[src/rtl/csa_sub16_pipe_if.sv]
// Operand/result bus for the pipelined 16-bit carry-select subtractor.
// The master drives operands and result backpressure. The slave is the subtractor.
interface csa_sub16_pipe_if;
  logic        in_valid;
  logic        in_ready;
  logic [15:0] a;
  logic [15:0] b;
  logic        bin;
  logic        out_valid;
  logic        out_ready;
  logic [15:0] diff;
  logic        bout;
  logic        ovf;
  logic        zero;

  modport master (
    output in_valid, a, b, bin, out_ready,
    input  in_ready, out_valid, diff, bout, ovf, zero
  );

  modport slave (
    input  in_valid, a, b, bin, out_ready,
    output in_ready, out_valid, diff, bout, ovf, zero
  );
endinterface

[src/rtl/csa_sub16_pipe.sv]
// Two-stage pipelined 16-bit subtractor: diff = a - b - bin, computed as
// a + ~b + ~bin.
// Carry-select groups are 2/2/3 bits in stage 1 and 4/5 bits in stage 2.
// Stage 1 resolves bits 6:0 and the carry into bit 7.
// Stage 2 resolves bits 15:7 and the flags.
module csa_sub16_pipe (
  input logic              clk,
  input logic              rst,
  csa_sub16_pipe_if.slave  bus
);

  // ---------------- flow control ----------------
  logic s1_valid_reg;
  logic out_valid_reg;
  logic s2_adv;
  logic s1_adv;

  assign s2_adv       = !out_valid_reg || bus.out_ready;
  assign s1_adv       = !s1_valid_reg || s2_adv;
  assign bus.in_ready = s1_adv;

  // ---------------- stage 1 datapath: bits 6:0 ----------------
  logic [15:0] nb;
  logic        cin;
  logic [2:0]  g0_sum;                 // bits 1:0, rippled from cin
  logic [2:0]  g1_c0, g1_c1, g1_sel;   // bits 3:2
  logic [3:0]  g2_c0, g2_c1, g2_sel;   // bits 6:4

  assign nb  = ~bus.b;
  assign cin = ~bus.bin;

  assign g0_sum = {1'b0, bus.a[1:0]} + {1'b0, nb[1:0]} + {2'b00, cin};

  assign g1_c0  = {1'b0, bus.a[3:2]} + {1'b0, nb[3:2]};
  assign g1_c1  = {1'b0, bus.a[3:2]} + {1'b0, nb[3:2]} + 3'd1;
  assign g1_sel = g0_sum[2] ? g1_c1 : g1_c0;

  assign g2_c0  = {1'b0, bus.a[6:4]} + {1'b0, nb[6:4]};
  assign g2_c1  = {1'b0, bus.a[6:4]} + {1'b0, nb[6:4]} + 4'd1;
  assign g2_sel = g1_sel[2] ? g2_c1 : g2_c0;

  // ---------------- stage 1 registers ----------------
  logic [6:0] s1_diff_reg;
  logic       s1_c7_reg;
  logic [8:0] s1_a_hi_reg;
  logic [8:0] s1_nb_hi_reg;
  logic       s1_a15_reg;
  logic       s1_b15_reg;

  // Stage 1: capture the low-half result and the upper operand bits on accept.
  always_ff @(posedge clk or posedge rst) begin
    if (rst) begin
      s1_valid_reg <= 1'b0;
      s1_diff_reg  <= '0;
      s1_c7_reg    <= 1'b0;
      s1_a_hi_reg  <= '0;
      s1_nb_hi_reg <= '0;
      s1_a15_reg   <= 1'b0;
      s1_b15_reg   <= 1'b0;
    end else if (s1_adv) begin
      s1_valid_reg <= bus.in_valid;
      if (bus.in_valid) begin
        s1_diff_reg  <= {g2_sel[2:0], g1_sel[1:0], g0_sum[1:0]};
        s1_c7_reg    <= g2_sel[3];
        s1_a_hi_reg  <= bus.a[15:7];
        s1_nb_hi_reg <= nb[15:7];
        s1_a15_reg   <= bus.a[15];
        s1_b15_reg   <= bus.b[15];
      end
    end
  end

  // ---------------- stage 2 datapath: bits 15:7 ----------------
  logic [4:0]  g3_c0, g3_c1, g3_sel;   // bits 10:7
  logic [5:0]  g4_c0, g4_c1, g4_sel;   // bits 15:11
  logic [15:0] diff_next;
  logic        ovf_next;

  assign g3_c0  = {1'b0, s1_a_hi_reg[3:0]} + {1'b0, s1_nb_hi_reg[3:0]};
  assign g3_c1  = {1'b0, s1_a_hi_reg[3:0]} + {1'b0, s1_nb_hi_reg[3:0]} + 5'd1;
  assign g3_sel = s1_c7_reg ? g3_c1 : g3_c0;

  assign g4_c0  = {1'b0, s1_a_hi_reg[8:4]} + {1'b0, s1_nb_hi_reg[8:4]};
  assign g4_c1  = {1'b0, s1_a_hi_reg[8:4]} + {1'b0, s1_nb_hi_reg[8:4]} + 6'd1;
  assign g4_sel = g3_sel[4] ? g4_c1 : g4_c0;

  assign diff_next = {g4_sel[4:0], g3_sel[3:0], s1_diff_reg};
  assign ovf_next  = (s1_a15_reg != s1_b15_reg) && (diff_next[15] != s1_a15_reg);

  // ---------------- output registers ----------------
  logic [15:0] diff_reg;
  logic        bout_reg;
  logic        ovf_reg;
  logic        zero_reg;

  // Stage 2: load the finished word when the output slot is free or being drained.
  always_ff @(posedge clk or posedge rst) begin
    if (rst) begin
      out_valid_reg <= 1'b0;
      diff_reg      <= '0;
      bout_reg      <= 1'b0;
      ovf_reg       <= 1'b0;
      zero_reg      <= 1'b0;
    end else if (s2_adv) begin
      out_valid_reg <= s1_valid_reg;
      if (s1_valid_reg) begin
        diff_reg <= diff_next;
        bout_reg <= ~g4_sel[5];
        ovf_reg  <= ovf_next;
        zero_reg <= (diff_next == 16'h0000);
      end
    end
  end

  assign bus.out_valid = out_valid_reg;
  assign bus.diff      = diff_reg;
  assign bus.bout      = bout_reg;
  assign bus.ovf       = ovf_reg;
  assign bus.zero      = zero_reg;

endmodule

[src/flat_wrapper.sv]
// flat-port wrapper written by rule: the top's interface ports become plain ports
module csa_sub16_pipe_flat 
  (clk, rst, bus_in_valid, bus_a, bus_b, bus_bin, bus_out_ready, bus_in_ready, bus_out_valid, bus_diff, bus_bout, bus_ovf, bus_zero);
  csa_sub16_pipe_if bus_i ();
  input logic clk;
  input logic rst;
  input wire logic [$bits(bus_i.in_valid)-1:0] bus_in_valid;
  input wire logic [$bits(bus_i.a)-1:0] bus_a;
  input wire logic [$bits(bus_i.b)-1:0] bus_b;
  input wire logic [$bits(bus_i.bin)-1:0] bus_bin;
  input wire logic [$bits(bus_i.out_ready)-1:0] bus_out_ready;
  output wire logic [$bits(bus_i.in_ready)-1:0] bus_in_ready;
  output wire logic [$bits(bus_i.out_valid)-1:0] bus_out_valid;
  output wire logic [$bits(bus_i.diff)-1:0] bus_diff;
  output wire logic [$bits(bus_i.bout)-1:0] bus_bout;
  output wire logic [$bits(bus_i.ovf)-1:0] bus_ovf;
  output wire logic [$bits(bus_i.zero)-1:0] bus_zero;
  assign bus_i.in_valid = bus_in_valid;
  assign bus_i.a = bus_a;
  assign bus_i.b = bus_b;
  assign bus_i.bin = bus_bin;
  assign bus_i.out_ready = bus_out_ready;
  assign bus_in_ready = bus_i.in_ready;
  assign bus_out_valid = bus_i.out_valid;
  assign bus_diff = bus_i.diff;
  assign bus_bout = bus_i.bout;
  assign bus_ovf = bus_i.ovf;
  assign bus_zero = bus_i.zero;
  csa_sub16_pipe u_core (.clk(clk), .rst(rst), .bus(bus_i));
endmodule
[config.mk]
export PLATFORM = sky130hd
export DESIGN_NAME = csa_sub16_pipe_flat
export DESIGN_NICKNAME = d
export VERILOG_FILES = /design/src/rtl/csa_sub16_pipe_if.sv /design/src/rtl/csa_sub16_pipe.sv /design/src/flat_wrapper.sv
export SDC_FILE = /design/constraint.sdc
export NUM_CORES = 1
export LEC_CHECK = 0
export CAP_MARGIN = 20
export CORE_ASPECT_RATIO = 0.9
export CORE_MARGIN = 5
export CORE_UTILIZATION = 51
export DETAILED_ROUTE_END_ITERATION = 6
export PLACE_DENSITY = 0.8
export SLEW_MARGIN = 25
export SYNTH_ARGS = -nofsm -noshare
export SYNTH_HDL_FRONTEND = slang
export SYNTH_SLANG_ARGS = --single-unit
[constraint.sdc]
create_clock -name clk -period 3.73 [get_ports clk]
set_input_delay 0.9325 -clock clk [delete_from_list [all_inputs] [get_ports clk]]
set_output_delay 0.9325 -clock clk [all_outputs]
set_load 0.05 [all_outputs]
==> results of run 1 <==
-- path summary, 6_finish.rpt --
check / endpoint / slack (ps)
hold / removal: u_core.bus.diff[7] / 490
setup / recovery: bus_in_ready / 430
hold reg to reg: u_core.bus.diff[7] / 490
min in group asynchronous: u_core.bus.diff[3] / 1090
setup reg to reg: u_core.bus.zero / 760
max in group asynchronous: u_core.s1_nb_hi_reg[1] / 2170
-- placed cells by master (no fill, tap or decap), drive strengths merged, types with 3 or more instances in the layout --
master,count
ha,17
inv,18
a21oi,7
xnor2,13
nand2b,5
clkdlybuf4s50,57
fa,6
xor2,7
nand2,35
o21ai,28
nor3,3
nor2,5
clkbuf,6
a21o,4
mux2,19
dfrtp,48
-- cell families (layout without fill, tap and decap cells) --
family,count (synthesis),after routing,synth area share
multiplexers,21,21,0.08884
AO/OA/AOI/OAI,45,45,0.1007
adder cells (fa/ha/maj),23,23,0.1264
flip-flops,48,48,0.4561
AND/OR/NAND/NOR,65,65,0.1188
buffers and inverters,26,85,0.03706
XOR/XNOR,20,20,0.07221
-- synthesized netlist by cell type (all sizes together) --
cell | count | share of area
inv | 19 | 0.027
fa | 6 | 0.046
o21ai | 28 | 0.053
nand4 | 1 | 0.0024
nor4 | 2 | 0.0047
or3 | 1 | 0.0024
ha | 17 | 0.081
a221o | 1 | 0.0038
and2 | 1 | 0.0024
nand3b | 2 | 0.0057
o21bai | 1 | 0.0029
mux2i | 2 | 0.0076
nand4b | 1 | 0.0033
nor3b | 2 | 0.0057
a21oi | 7 | 0.015
or2 | 1 | 0.0024
and3 | 1 | 0.0029
nand2 | 35 | 0.050
o22ai | 1 | 0.0024
a31o | 2 | 0.0067
nand3 | 2 | 0.0038
a21o | 4 | 0.011
nor3 | 3 | 0.0057
dfrtp | 48 | 0.46
clkbuf | 7 | 0.010
xor2 | 7 | 0.026
mux2 | 19 | 0.081
xnor2 | 13 | 0.046
nor2 | 5 | 0.0071
a2111oi | 1 | 0.0057
nand2b | 5 | 0.012
nor2b | 2 | 0.0047
and4b | 1 | 0.0038
-- worst min-delay path: stages, from the launching register on --
cell and delay [ps]:
dfrtp_1 340, nand2_1 50, o21ai_0 60
-- layer usage --
metal / vias up / global-route usage / wire [um]
met2: 46 / 0.2516 / 2266
met3: 8 / 0.03141 / 251
li1: 957 / - / -
met5: - / 0 / 0
met4: 0 / 0.05222 / 74
met1: 870 / 0.2185 / 2251
-- final cells by class --
type	count	area (um^2)
inverters	19	72.57
fillers	410	1572
clock buffers	6	72.57
repair buffers	59	585.6
multi-input cells	174	1335
clock inverters	1	5.005
well taps	65	81.33
flip-flops and latches	48	1201
-- power breakdown --
group / internal [mW] / switching (mW)
clock network: 0.128 / 0.155
logic: 0.402 / 0.615
registers: 0.651 / 0.0795
-- stage by stage --
step                        util  area, um^2  setup slack, ps  std cells  power (mW)
after global routing      0.6809        3353            402.0        372       2.170
after floorplan                -        2634            963.7        248       1.441
after detailed placement  0.6649        3274            402.9        365       1.764
final                     0.6809        3353            430.9        372       2.030
after global placement    0.6649        3274            437.1        365       1.728
after CTS                 0.6806        3352            425.6        372       2.051
==> summary.md, run 1 <==
| Metric | Value |
|---|---|
| Setup bufs post-CTS | `0` |
| P per Cell Area | `605.4 nW/um^2` |
| Most frequent CP cell | `clkdlybuf4s50_1` |
| Slew @ Worst Pin | `782.0 ps` |
| Clock sinks | `48` |
| Crit end category | `output port` |
| Worst vdd ir | `0.3456 mV` |
| Skew-Pair Late Insertion Delay | `around 290 ps` |
| DIE HEIGHT | `78.18 um` |
| Crit-path max cell delay | `820 ps` |
| Clk root buf | `clkbuf_8` |
| Max Fclk | `around 300 MHz` |
| Seq/Total Area, Yosys | `0.4561` |
| Synthesized area | `2634 um^2` |
| Antenna Nets Post-Route | `0` |
| CP arrival | `2370 ps` |
| Starting DRT DRC Count | `89` |
| Area delta synth->final | `27.32%` |
| I/O Buffers | `57` |
| Vias in the first global route | `1,915` |
| Worst Path Required | `2800 ps` |
| Clk pin slew, worst setup/hold paths | `80 ps` |
| Syn_nets | `roughly 310` |
| Pre-antenna DRT Iters | `5` |
| Synth Instances | `248` |
| Total core area | `4925 um^2` |
| Status | `finished, final reports clean` |
| Reg2reg start | `u_core.s1_nb_hi_reg[0]` |
| Via count | `1,881` |
| Pleak | `around 1.5 nW` |
| Dpl hpwl | `3.840 mm` |
| Routed wire length | `4.843 mm` |
| Type of origin of the critical path | `input pin` |
| WHS Path Cells | `2` |
| CP startpoint | `bus_out_ready` |
| CTS tree | `done` |
| Wire per inst | `between 10 and 15 um` |
| Netlist cell types | `36` |
| Largest net degree at the start of global routing | `49` |
| Total negative slack | `0 ps` |
| Die area | `6704 um^2` |
| Fin. max-slew vios | `0` |
| Hold Crit Class | `reg -> reg` |
| Endpoints failing hold | `0` |
| Cells on worst reg2reg path | `12` |
| Cts bufs inserted | `5` |
| Final nets | `around 370` |
| Crit path cell chain | `clkdlybuf4s50_1, nand3b_1, clkdlybuf4s50_1` |
| Period utilisation layout | `0.8845` |
| Share of layout cells above drive strength 1 | `0.1075` |
| GP Congestion | `0.8095` |
| Row Count | `24` |
| First-pass GRT wire length | `8.645 mm` |
| Clock tree buffer depth | `2` |
| Worst hold start | `u_core.bus.diff[7]` |
| Diode count | `0` |
| Slew HR | `0.4780` |
| Die X | `85.75 um` |
| Worst-path fanout max | `3` |
| Synthesis warning total | `0` |
| Antenna violations before repair | `0` |
| Io pins | `58` |
| PostCTS Resize Cnt | `0` |
| Hold Slack | `~500 ps` |
| Max reg flops | `16` |
| # DRC | `0` |
| GRT Overall Usage | `0.1584` |
| DR vias/cell | `5.056` |
| Starting density of the core | `0.5348` |
| Gr ovfl total | `0` |
| Bufs and invs on worst path | `2` |
| Max cap viols | `0` |
| CP delay by family, top | `buffers and inverters` |
| Final Critical Period | `between 3000 and 4000 ps` |
| Setup CP Type | `in -> out` |
| Unrepaired setup endpoints after global routing | `false` |
| Yosys reg bits | `48` |
| Crit path depth | `3` |
| Final setup violating endpoints | `0` |
| Number of H-tree levels | `2` |
| Slowest-stage cell, CP | `clkdlybuf4s50_1` |
| Post-CTS Hold Fix Bufs | `0` |
| Clock Skew | `6.649 ps` |
| Post-Syn Area per Cell | `10.62 um^2` |
Note: power is estimated with default switching activity, not from simulation.
==> run 2: changes to the inputs <==
--- a/config.mk
+++ b/config.mk
@@ -7,10 +7,9 @@
 export LEC_CHECK = 0
 export CAP_MARGIN = 20
 export CORE_ASPECT_RATIO = 0.9
-export CORE_MARGIN = 5
-export CORE_UTILIZATION = 51
+export CORE_UTILIZATION = 46
 export DETAILED_ROUTE_END_ITERATION = 6
-export PLACE_DENSITY = 0.8
+export PLACE_DENSITY = 0.77
 export SLEW_MARGIN = 25
 export SYNTH_ARGS = -nofsm -noshare
 export SYNTH_HDL_FRONTEND = slang
==> constraint.sdc (replaced) <==
create_clock -name clk -period 2.8 [get_ports clk]
set_input_delay 0.7 -clock clk [delete_from_list [all_inputs] [get_ports clk]]
set_output_delay 0.7 -clock clk [all_outputs]
set_load 0.005 [all_outputs]
==> run 2 against run 1 <==
Wire length is 6.8% higher. Die area decreased by 10%. Total power rose by 25%. Flip-flop and latch count unchanged. Worst setup slack got worse by 420 ps. Combinational power grew 6%. Cell count is 4.0% higher. Sequential power up 34%. Critical endpoint is now u_core.bus.zero. Largest power group unchanged.
==> summary.md, run 2 (synthesis results as in run 1) <==
| Metric | Value |
|---|---|
| Starting DRT DRC Count | `78 (was 89)` |
| Type of origin of the critical path | `flip-flop (was input pin)` |
| Post-CTS Hold Fix Bufs | `0 (unchanged)` |
| GRT Overall Usage | `0.1902 (was 0.1584)` |
| Share of layout cells above drive strength 1 | `0.1875 (was 0.1075)` |
| Vias in the first global route | `1,906 (was 1,915)` |
| Status | `finished, final reports clean (unchanged)` |
| Diode count | `0 (unchanged)` |
| Max Fclk | `358.9 MHz` |
| Pleak | `1.579 nW (was 1.495 nW)` |
| Pre-antenna DRT Iters | `4 (was 5)` |
| Worst vdd ir | `0.3446 mV (was 0.3456 mV)` |
| Max cap viols | `0 (unchanged)` |
| First-pass GRT wire length | `8.480 mm (was 8.645 mm)` |
| Worst Path Required | `3040 ps (was 2800 ps)` |
| Hold Crit Class | `reg -> reg (unchanged)` |
| Power Total | `2.545 mW (was 2.030 mW)` |
| Unrepaired setup endpoints after global routing | `true (was false)` |
| Final setup violating endpoints | `0 (unchanged)` |
| DIE HEIGHT | `73.79 um (was 78.18 um)` |
| Wire per inst | `13.37 um (was 13.02 um)` |
| Total core area | `5380 um^2 (was 4925 um^2)` |
| Area delta synth->final | `34.54% (was 27.32%)` |
| CP arrival | `3030 ps (was 2370 ps)` |
| Fin. max-slew vios | `0 (unchanged)` |
| CTS tree | `done (unchanged)` |
| Slew @ Worst Pin | `610.0 ps (was 782.0 ps)` |
| Max reg flops | `16 (unchanged)` |
| Starting density of the core | `0.4895 (was 0.5348)` |
| P per Cell Area | `718.2 nW/um^2 (was 605.4 nW/um^2)` |
| Clock sinks | `48 (unchanged)` |
| GP Congestion | `0.7983 (was 0.8095)` |
| Antenna violations before repair | `0 (unchanged)` |
| Post-DP Area | `3357 um^2 (was 3274 um^2)` |
| R2R Setup Slk | `10 ps (was 760 ps)` |
| Via count | `1,946 (was 1,881)` |
| # DRC | `0 (unchanged)` |
| Most frequent cells in the layout | `clkdlybuf4s50_1, dfrtp_1, nand2_1 (unchanged)` |
| Gr ovfl total | `0 (unchanged)` |
| Final Critical Period | `2787 ps` |
| Dpl hpwl | `3.728 mm (was 3.840 mm)` |
| Commonest non-fill, non-tap cell in the layout | `clkdlybuf4s50_1 (unchanged)` |
| Clk root buf | `clkbuf_8 (unchanged)` |
| Die area | `6033 um^2 (was 6704 um^2)` |
| Period utilisation layout | `0.9952` |
| Skew-Pair Late Insertion Delay | `300 ps (was 290 ps)` |
| DR vias/cell | `5.028 (was 5.056)` |
| Clock Skew | `6.384 ps (was 6.649 ps)` |
| Antenna Nets Post-Route | `0 (unchanged)` |
| Routed wire length | `5.174 mm (was 4.843 mm)` |
| Die X | `81.76 um (was 85.75 um)` |
| Final nets | `379 (was 367)` |
| Cts bufs inserted | `5 (unchanged)` |
| I/O Buffers | `57 (unchanged)` |
| Row Count | `25 (was 24)` |
| Crit end category | `flip-flop (was output port)` |
| Setup CP Type | `reg -> reg (was in -> out)` |
| Clock tree buffer depth | `2 (unchanged)` |
| Io pins | `58 (unchanged)` |
| Clk pin slew, worst setup/hold paths | `80 ps (about the same)` |
| Post-route cell area | `3543 um^2 (was 3353 um^2)` |
| Endpoints failing hold | `0 (unchanged)` |
| Largest net degree at the start of global routing | `49 (unchanged)` |
| Number of H-tree levels | `2 (unchanged)` |
| Slew HR | `0.5904 (was 0.4780)` |
| Worst-path fanout max | `4 (was 3)` |
==> run 2: per-stage QoR <==
step | TNS, ps | std cells | util | worst slack [ps] | hold slack, ps
final | 0 | 387 | 0.6586 | 13.40 | 479.7
after global routing | -386.3 | 387 | 0.6586 | -136.4 | 512.8
after CTS | 0 | 386 | 0.6477 | 15.18 | 489.4
after detailed placement | -572.3 | 376 | 0.6240 | -208.0 | 470.1
after global placement | -324.5 | 376 | 0.6240 | -142.1 | 461.5
after floorplan | 0 | 248 | - | 86.73 | 453.8
==> run 2: power breakdown <==
part | internal, mW | total, mW | switching (mW)
Clock | 0.265 | 0.489 | 0.224
Combinational | 0.603 | 1.08 | 0.474
Sequential | 0.867 | 0.980 | 0.113
Total | 1.73 | 2.55 | 0.810
==> run 2: final cells by class <==
type,instances,area [um^2]
clock buffer,6,72.57
sequential,48,1201
tap,67,83.83
fill,443,1837
clock inverter,2,35.03
timing repair buffer,71,690.7
multi-input combinational,174,1389
inverter,19,71.32
==> run 2: worst max-delay path, cell delays in order (launching register included) <==
cell and delay (ps):
dfrtp_1 390, ha_2 190, inv_2 50, fa_1 410, inv_1 80, ha_2 200
nand2_2 70, nor3_2 120, mux2i_1 130, xnor2_2 180, or3_4 350, a2111oi_4 380
a31o_1 180
==> run 2: what timing repair did <==
action,CTS,global route
resized for setup,2,16
buffers inserted,2,2
endpoints found under the hold margin,0,0
pin swaps,2,8
setup endpoints to repair,1,6
==> run 2: path summary, 6_finish.rpt <==
check                                        from                  end  depth (start not counted)
setup / recovery           u_core.s1_nb_hi_reg[0]      u_core.bus.zero                         12
hold / removal                u_core.bus.diff[13]  u_core.bus.diff[13]                          2
setup reg to reg           u_core.s1_nb_hi_reg[0]      u_core.bus.zero                         12
hold reg to reg               u_core.bus.diff[13]  u_core.bus.diff[13]                          2
max in group asynchronous                     rst  u_core.bus.diff[14]                          3
min in group asynchronous                     rst   u_core.bus.diff[0]                          3
==> run 2: routing by layer <==
| metal | up-vias | global-route usage | wire [um] |
|---|---|---|---|
| li1 | 980 | - | - |
| met1 | 908 | 0.2528 | 2385 |
| met2 | 46 | 0.2966 | 2451 |
| met3 | 12 | 0.03602 | 195 |
| met4 | 0 | 0.09357 | 143 |
| met5 | - | 0 | 0 |
